[src/rtl/hb_interp2.sv]
// hb_interp2: 2x halfband interpolator (15-tap prototype) with one time-shared multiplier.
// Define HB_INTERP_SAT_EN to saturate the even branch instead of wrapping.
module hb_interp2 (
    input  logic        sys_clk,
    input  logic        reset,
    input  logic        sys_clk2_en,
    input  logic        sam_clk_en,
    input  logic [17:0] x_in,
    output logic [17:0] y,
    output logic        y_phase,
    output logic        ovr_flag,
    output logic        udr_flag
);

    typedef enum logic [1:0] {S_IDLE, S_PRE, S_FLUSH1, S_FLUSH2} state_t;
    state_t state, state_nxt;

    logic               busy, accept, pre_en, commit;
    logic [1:0]         cnt;
    logic signed [17:0] d [8];
    logic [2:0]         idx_lo, idx_hi;
    logic signed [17:0] pre, coef;
    logic [1:0]         pre_k, prod_k;
    logic               pre_vld, prod_vld;
    logic signed [35:0] prod, acc, acc_sum;
    logic [17:0]        he, ho, y_even;
    logic               phase, fresh;
    logic               unused_bits;

    always_ff @(posedge sys_clk or negedge reset) begin
        if (!reset) state <= S_IDLE;
        else        state <= state_nxt;
    end

    always_comb begin
        state_nxt = state;
        unique case (state)
            S_IDLE:   if (sys_clk2_en) state_nxt = S_PRE;
            S_PRE:    if (cnt == 2'd3) state_nxt = S_FLUSH1;
            S_FLUSH1: state_nxt = S_FLUSH2;
            S_FLUSH2: state_nxt = S_IDLE;
            default:  state_nxt = S_IDLE;
        endcase
    end

    always_comb begin
        busy   = (state != S_IDLE);
        accept = sys_clk2_en && !busy;
        pre_en = (state == S_PRE);
    end

    always_comb begin
        idx_lo = {1'b0, cnt};
        idx_hi = 3'd7 - idx_lo;
        coef   = '0;
        case (pre_k)
            2'd0:    coef = -18'sd174;
            2'd1:    coef = 18'sd1637;
            2'd2:    coef = -18'sd7962;
            default: coef = 18'sd39267;
        endcase
        acc_sum = (prod_k == 2'd0) ? prod : acc + prod;
        commit  = prod_vld && (prod_k == 2'd3);
    end

    // he is taken from the final accumulate value so the commit lands at accept+6.
`ifdef HB_INTERP_SAT_EN
    always_comb begin
        if (acc_sum[35:32] != {4{acc_sum[32]}})
            y_even = acc_sum[35] ? 18'h20000 : 18'h1FFFF;
        else
            y_even = acc_sum[32:15];
        unused_bits = ^{x_in[0], acc_sum[14:0]};
    end
`else
    always_comb begin
        y_even      = acc_sum[32:15];
        unused_bits = ^{x_in[0], acc_sum[35:33], acc_sum[14:0]};
    end
`endif

    always_ff @(posedge sys_clk or negedge reset) begin
        if (!reset) begin
            cnt      <= '0;
            for (int unsigned i = 0; i < 8; i++) d[i] <= '0;
            pre      <= '0;
            pre_k    <= '0;
            pre_vld  <= 1'b0;
            prod     <= '0;
            prod_k   <= '0;
            prod_vld <= 1'b0;
            acc      <= '0;
            he       <= '0;
            ho       <= '0;
        end else begin
            if (accept) begin
                d[0] <= {x_in[17], x_in[17:1]};
                for (int unsigned i = 1; i < 8; i++) d[i] <= d[i-1];
            end
            if (accept)      cnt <= '0;
            else if (pre_en) cnt <= cnt + 2'd1;
            pre_vld <= pre_en;
            if (pre_en) begin
                pre   <= d[idx_lo] + d[idx_hi];
                pre_k <= cnt;
            end
            prod_vld <= pre_vld;
            if (pre_vld) begin
                prod   <= 36'(pre) * 36'(coef);
                prod_k <= pre_k;
            end
            if (prod_vld) acc <= acc_sum;
            if (commit) begin
                he <= y_even;
                ho <= {d[3][16:0], 1'b0};
            end
        end
    end

    // fresh marks a pair committed since the last phase-0 output; commit wins over clear.
    always_ff @(posedge sys_clk or negedge reset) begin
        if (!reset) begin
            y        <= '0;
            y_phase  <= 1'b0;
            phase    <= 1'b0;
            fresh    <= 1'b0;
            ovr_flag <= 1'b0;
            udr_flag <= 1'b0;
        end else begin
            if (sys_clk2_en && busy) ovr_flag <= 1'b1;
            if (commit)                     fresh <= 1'b1;
            else if (sam_clk_en && !phase)  fresh <= 1'b0;
            if (sam_clk_en) begin
                if (!phase) begin
                    y       <= he;
                    y_phase <= 1'b0;
                    phase   <= 1'b1;
                    if (!fresh) udr_flag <= 1'b1;
                end else begin
                    y       <= ho;
                    y_phase <= 1'b1;
                    phase   <= 1'b0;
                end
            end
        end
    end

endmodule

[config.mk]
export PLATFORM = sky130hd
export DESIGN_NAME = hb_interp2
export DESIGN_NICKNAME = d
export VERILOG_FILES = /design/src/rtl/hb_interp2.sv
export SDC_FILE = /design/constraint.sdc
export NUM_CORES = 1
export LEC_CHECK = 0
export CAP_MARGIN = 0
export CORE_ASPECT_RATIO = 0.6
export CORE_UTILIZATION = 55
export DETAILED_ROUTE_END_ITERATION = 8
export HOLD_SLACK_MARGIN = 0.1
export PLACE_DENSITY_LB_ADDON = 0.08
export SYNTH_ARGS = -nofsm -noshare
export SYNTH_HDL_FRONTEND = slang
export SYNTH_SLANG_ARGS = --single-unit
[constraint.sdc]
create_clock -name sys_clk -period 22.2 [get_ports sys_clk]
set_clock_uncertainty 0.15 [all_clocks]
set_input_delay 3.33 -clock sys_clk [delete_from_list [all_inputs] [get_ports sys_clk]]
set_output_delay 3.33 -clock sys_clk [all_outputs]
set_load 0.05 [all_outputs]
# Yosys cells after proc, flatten, opt, wreduce, memory -nomap -nowiden
# Index checks and enable logic that the tools add are counted.
# classes
bitwise_logic	4
n_addsub	4
n_lt_le_gt_ge	2
mul	1
reduce_logical	14
muxes	18
eq_ne	9
# op_table
cell	count
$bmux 18 s3	2
$mux 18	5
$pmux 18 s3	1
$add 36x36->36	1
$mul 18x18->36	1
$mux 36	1
$add 18x18->18	1
$eq 2x2->1 const B	5
$ge 4x4->1 const B	2
$mux 2	4
$pmux 2 s4	1
$logic_not 2->1	3
$reduce_bool 2->1	3
$eq 2x1->1 const B	2
$logic_and 1x1->1	4
$mux 1	4
$not 2->4	1
$not 3->4	1
$reduce_and 3->1	1
$sub 3x2->3 const A	1
$add 2x1->2 const B	1
$logic_not 1->1	2
$ne 2x1->1 const B	1
$ne 2x2->1 const B	1
2 further kinds	3
# word_totals
regBits	294
word_cells	77

# Logic depth before layout (Yosys ltp)
# Gate-level depths: netlist of run 1.
# depth
depth_word	6
depth_mapped	29

# Worst setup path after synthesis of run 1
# No wires, ideal clock.
# synth_timing
path_type	flip-flop to flip-flop
from	reg pre_k[0]
to	reg prod[31]
stages_incl_launch_ff	28
setup_slack_ps	15195
arrival_time_ps	6777
required_ps	21973
path_cell_list	dfrtp_1 -> clkbuf_1 -> inv_1 -> clkbuf_1 -> ha_1 -> clkbuf_1 -> and2_1 -> ha_1 -> xnor2_1 -> inv_1 -> fa_1 -> inv_1 -> ha_1 -> inv_1 -> fa_1 -> inv_1 -> fa_1 -> inv_1 -> fa_1 -> inv_1 -> ha_1 -> nand4_1 -> or2_2 -> o221a_2 -> o21ai_0 -> a41oi_1 -> xor2_1 -> a21oi_1
# synth_via
elab_chain_len	3
word_cells_on_any_way	5
cone_classes	1 x mul; 2 x eq/ne; 1 x mux; 1 x reduce/logical
# synth_rtl
item	line_no	text
from (decl)	23	logic [1:0] pre_k, prod_k;
from (signal assigned)	105	pre_k <= cnt;
$eq 2x2->1, or another cell as far along	56	case (pre_k)
$pmux 18 s3 *	56	
$mul 18x18->36 *	109	prod <= 36'(pre) * 36'(coef);
to (signal assigned)	109	
to (decl)	25	logic signed [35:0] prod, acc, acc_sum;
# Mark *: on every way between the ends. The rest lies on a longest branch, timed or not.
# A chain may end at the register's enable or synchronous reset.

# Worst setup path after layout of run 1
# layout_timing
from	reg pre_k[0]
to	reg prod[28]
# Same word-level chain as after synthesis.

==> qor.csv, run 1 <==
metric;value;unit
Initial DRC Count;1052;
M2 GR Usage;34.80;%
# rows;60;
GRT overflow;0;
post-synthesis area per instance;10.60;um2
Port Buffers;41;
Peak Freq;120.4;MHz
crit path max fanout;39;
DRT Pass-1 Iters;5;
GR Util met3;6.902;%
Post-Synthesis Cells;2354;
outcome;finished, final reports clean;
Worst-path clk slew;70;ps
DRT antenna net count;0;
CP Data Arrival Time;8650;ps
HP Class;reg2reg;
Max Cap Viol;0;
Skew-Pair Late Insertion Delay;610;ps
first-pass GRT wire length;96050;um
RePlAce Congestion;0.9313;
largest net degree at the start of global routing;85;
number of global-route vias before repair;16610;
Clock Path Buffers;3;
M1 GR Usage;44.75;%
layout cell share with drive strength beyond 1;13.55;%
Crit. End Element;flip-flop;
normalized max-slew margin;23.80;%
filler instances;3686;
async set-or-reset flop fraction in the synthesized netlist;100.0;%
Worst setup SP type;flip-flop;
slew of the pin with the lowest slew margin;1143;ps
vias;16290;
Critical Path RT;22540;ps
pins over their slew limit;0;
Most used DFF post-synth;dfrtp_1;
kind of critical path;reg2reg;
post-CTS setup buffers;0;
Synth Register Bits;288;
CTS sink cnt;288;
Setup TNS Final;0;ps
Post-synth EDFFs;0;
DRC Markers;0;
layout net count;2817;
unrepaired setup endpoints after global routing;no;
die height;167.0;um
DIE WIDTH;277.0;um
TritonCTS clock tree;done;
synthesized area;24960;um2
IO Count;43;
PostCTS Resize Cnt;0;
gr busiest metal;met1;
Hold Vio Cnt, Final;0;
Yosys cell types;68;
Detail Placement HPWL;45980;um
routed wire length;58540;um
CTS root buffer;clkbuf_16;
Overall Global Routing Usage;26.76;%
sequential fraction of the synthesis area;28.87;%
total core area;44820;um2
wire per inst;19.78;um
vias per inst;5.504;
die area;46270;um2
initial antenna violation count;1;
TritonCTS buffer count;29;
CTS Hold Buffers Added;0;
Syn Nets;2824;
Initial Util;55.70;%
period utilization;37.42;%
warnings from Yosys;0;
H-tree depth;1;
Layout area overhead;7.603;%
Tmin final;8306;ps
final setup fails;0;
==> Yosys cell counts (all sizes together) (9+ instances only) <==
master,n,share of area [%]
a21o,33,0.99
nand2,115,1.7
mux2i,23,0.92
o21bai,11,0.33
inv,431,6.5
a211oi,11,0.33
nor2,110,1.7
and2,67,1.7
mux4,34,3.1
or2,11,0.28
o21ai,65,1.3
xnor2,62,2.2
xor2,23,0.81
a31oi,19,0.60
ha,176,8.8
nand2b,23,0.58
nor2b,47,1.2
a21oi,112,2.2
mux2,191,8.6
fa,272,22
nor3,13,0.26
o21a,12,0.36
dfrtp,288,29
buf,9,0.15
clkbuf,87,1.3
nand3,16,0.32
==> path summary, 6_finish.rpt <==
path / start / endpoint / slack, ps / cells past startpoint
worst max-delay path: pre_k[0] / prod[28] / 13890 / 24
worst min-delay path: fresh / udr_flag / 310 / 1
worst max register to register: pre_k[0] / prod[28] / 13890 / 24
worst min register to register: fresh / udr_flag / 310 / 1
max in group asynchronous: reset / prod_vld / 17050 / 3
min in group asynchronous: reset / pre[15] / 2580 / 1
==> metal layers <==
metal	wire length [um]	vias up
li1	-	7634
met1	31050	8252
met2	22500	371
met3	4452	36
met4	536	0
met5	0	-
==> through the flow <==
step                      hold slack (ps)  utilization [%]  cells  cell area, um2  worst slack (ps)
after CTS                           312.2            59.92   2958           26860             14010
final                               314.9            59.94   2960           26860             13890
after detailed placement            312.4            57.78   2905           25890             14030
after floorplan                     247.6                -   2354           24960             15200
after global placement              294.6            57.78   2905           25890             14140
after global routing                324.8            59.92   2958           26860             13400
==> area by class of cell <==
type	count	area, um2	share of cell area (%)
Multi-Input combinational cell	1537	15780	58.75
Sequential cell	288	7209	26.84
Inverter	433	1625	6.051
Clock buffer	42	824.5	3.070
Tap cell	589	737.0	2.743
Timing Repair Buffer	58	543.0	2.022
Clock inverter	11	137.6	0.5124
Antenna cell	2	5.005	0.01863
==> sequential cells by signal, summed over array words and instances, names as in the netlist, 2 cells and up <==
name    count
acc        33
cnt         2
d         136
he         18
ho         17
pre        18
pre_k       2
prod       33
prod_k      2
state       2
y          18
==> worst max-delay path, stage by stage (launching register included) <==
cell     delay [ps]
dfrtp_1         370
buf_4           260
inv_1           130
ha_1            820
o21ba_2         610
nand2_1         270
fa_1            570
inv_1            60
fa_1            490
fa_1            580
fa_1            430
fa_1            490
inv_1            50
fa_1            600
inv_1            90
ha_1            370
a21o_1          190
a21o_1          160
a21oi_1         300
nand2_1          80
o21ai_0         320
a21oi_1         200
o21a_1          220
o21a_1          170
o31ai_1         220
==> kinds of logic after synthesis <==
| family | Yosys count | share of synthesized area, % |
|---|---|---|
| flops | 288 | 28.87 |
| xor+xnor | 85 | 2.982 |
| simple gates | 445 | 8.931 |
| buf+inv | 529 | 7.969 |
| mux | 248 | 12.61 |
| fa+ha+maj | 448 | 30.63 |
| compound gates | 311 | 8.009 |
==> cells in the final DEF (no fill, tap or decap), drive strengths merged, types with 13 or more instances in the layout <==
master / count
and2: 67
nor3: 13
nand2: 115
nor2: 110
mux2: 191
xor2: 23
fa: 272
a21oi: 112
a21o: 33
clkbuf: 42
xnor2: 62
inv: 433
clkdlybuf4s50: 40
nand2b: 23
a31oi: 19
mux2i: 23
mux4: 34
nor2b: 47
dfrtp: 288
ha: 176
nand3: 16
o21ai: 65
buf: 18
Power of run 1 is not shown: default switching activity piles up to over one toggle a cycle in this logic, so the estimate is an artifact.
==> run 2: changes to the inputs <==
==> constraint.sdc (replaced) <==
create_clock -name sys_clk -period 6.8 [get_ports sys_clk]
set_clock_uncertainty 0.15 [all_clocks]
set_input_delay 1.02 -clock sys_clk [delete_from_list [all_inputs] [get_ports sys_clk]]
set_output_delay 1.02 -clock sys_clk [all_outputs]
set_load 0.05 [all_outputs]
==> run 2 against run 1 <==
Register-to-register slack lost 14000 ps. Cell area grew 3.5%. Critical path depth grew 3. First-iteration DRC count grew 14%. Critical path type unchanged. Critical endpoint is now prod[30]. Highest routed layer unchanged.
==> qor.csv, run 2 (synthesis gave the netlist of run 1 again) <==
metric;value;unit;change
Port Buffers;41;;unchanged
pre-CTS setup slack;-144.0;ps;-14180 ps
first-pass GRT wire length;101700;um;+5.9%
H-tree depth;1;;unchanged
Skew-Pair Late Insertion Delay;550;ps;-60 ps
period utilization;96.79;%;+59 points
Initial DRC Count;1195;;+14%
CTS sink cnt;288;;unchanged
crit-path max cell delay;540;ps;-280 ps
non-filler instance count after layout;3060;;+3.4%
Worst setup SP type;flip-flop;;
Antenna diodes;0;;-2
Hold Vio Cnt, Final;0;;unchanged
slew of the pin with the lowest slew margin;1130;ps;-12.77 ps
DIE WIDTH;277.0;um;unchanged
largest net degree at the start of global routing;123;;+45%
filler instances;3693;;+0.19%
unrepaired setup endpoints after global routing;yes;;
RePlAce Congestion;1.003;;+7.7%
DRT antenna net count;0;;unchanged
normalized max-slew margin;24.65;%;+0.85 points
IO Count;43;;unchanged
wire per inst;20.52;um;+3.8%
CTS Hold Buffers Added;0;;unchanged
routed wire length;62810;um;+7.3%
Crit. End Element;flip-flop;;
vias;16840;;+3.4%
TritonCTS buffer count;26;;-10%
max reg flops;136;;unchanged
kind of critical path;reg2reg;;
slowest CP cell;fa_1;;
area occupied by multi-input gates;15980;um2;+1.3%
Max Cap Viol;0;;unchanged
vias per inst;5.505;;about the same
Detail Placement HPWL;50390;um;+9.6%
final instance area;27800;um2;+3.5%
number of global-route vias before repair;17450;;+5.0%
# rows;60;;unchanged
pins over their slew limit;0;;unchanged
Worst-path clk slew;70;ps;about the same
Clock Path Buffers;3;;unchanged
DRT Pass-1 Iters;5;;unchanged
layout net count;2922;;+3.7%
commonest non-fill, non-tap cell in the layout;inv_1;;
Layout area overhead;11.37;%;
most frequent cells in the layout;inv_1 (429), dfrtp_1 (285), fa_1 (264), mux2_2 (191), ha_1 (171);;
final setup fails;0;;unchanged
FF-to-FF path depth;27;;+13%
biggest regs;d x136, acc x33, prod x33;;
reg2reg start;pre_k[0];;
reg-to-reg endpoint;prod[30];;
Critical Path RT;7100;ps;-15440 ps
Reg with most FFs;d;;
Crit path top cell by count;buf_4;;
Initial Util;55.70;%;unchanged
Register Area;7211;um2;about the same
CP Data Arrival Time;6880;ps;-1770 ps
CTS root buffer;clkbuf_16;;
total core area;44820;um2;unchanged
crit path max fanout;4;;-90%
layout cell share with drive strength beyond 1;18.70;%;+5.1 points
Layout Utilization;62.04;%;+2.1 points
die height;167.0;um;unchanged
Tmin final;6582;ps;-1725 ps
die area;46270;um2;unchanged
GRT overflow;0;;unchanged
Overall Global Routing Usage;28.63;%;+1.9 points
Peak Freq;151.9;MHz;+26%
outcome;finished, final reports clean;;
post-placement cell area;26690;um2;+3.1%
final worst slack;218.4;ps;-13680 ps
TritonCTS clock tree;done;;
initial antenna violation count;3;;+2
DRC Markers;0;;unchanged
placed insts;3008;;+3.5%
HP Class;in2async;;
R2R Setup Slk;220;ps;-13680 ps
## run 2: layout make-up
class	instances	share of cell area (%)
sequential	288	25.93
clock buffer	36	2.655
multi-input combinational	1537	57.48
clock inverter	11	0.4455
timing repair buffer	166	4.982
tap	589	2.651
inverter	433	5.855
## run 2: worst max path at each step
stage / start / end / slack, ps
6_report: pre_k[0] / prod[30] / 220
3_3_place_gp: pre_k[1] / prod[28] / -70
5_1_grt: pre_k[0] / prod[30] / -50
3_5_place_dp: pre_k[1] / prod[28] / -140
2_1_floorplan: pre_k[0] / prod[28] / 50
4_1_cts: pre_k[1] / prod[30] / 2
## run 2: stage by stage
stage	hold slack [ps]	setup TNS (ps)
finish	264.1	0
CTS	314.2	0
global route	319.9	-72.08
floorplan	247.6	0
detailed placement	310.9	-491.3
global placement	291.0	-136.0
## run 2: repair_timing
item                       in CTS  in global routing
pin swaps                       0                 12
buffers inserted                0                  5
gates resized for setup        14                 40
setup endpoints to repair       7                 15
## run 2: routing by layer
layer / vias to the layer above / track usage [%] / part of all wire (%)
met3: 48 / 6.846 / 8.1
met5: - / 0 / 0
li1: 7839 / - / -
met1: 8559 / 47.53 / 51
met2: 398 / 38.15 / 39
met4: 0 / 3.454 / 1.2
## run 2: critical path, delay by kind of cell (launching register included)
family / cells / cell delay (ps)
adders and majority gates: 8 / 3430
DFF: 1 / 410
and+or+nand+nor: 3 / 470
buffers and inverters: 11 / 1330
AOI/OAI and AO/OA: 5 / 680
Power of run 2 is left out for the same reason.
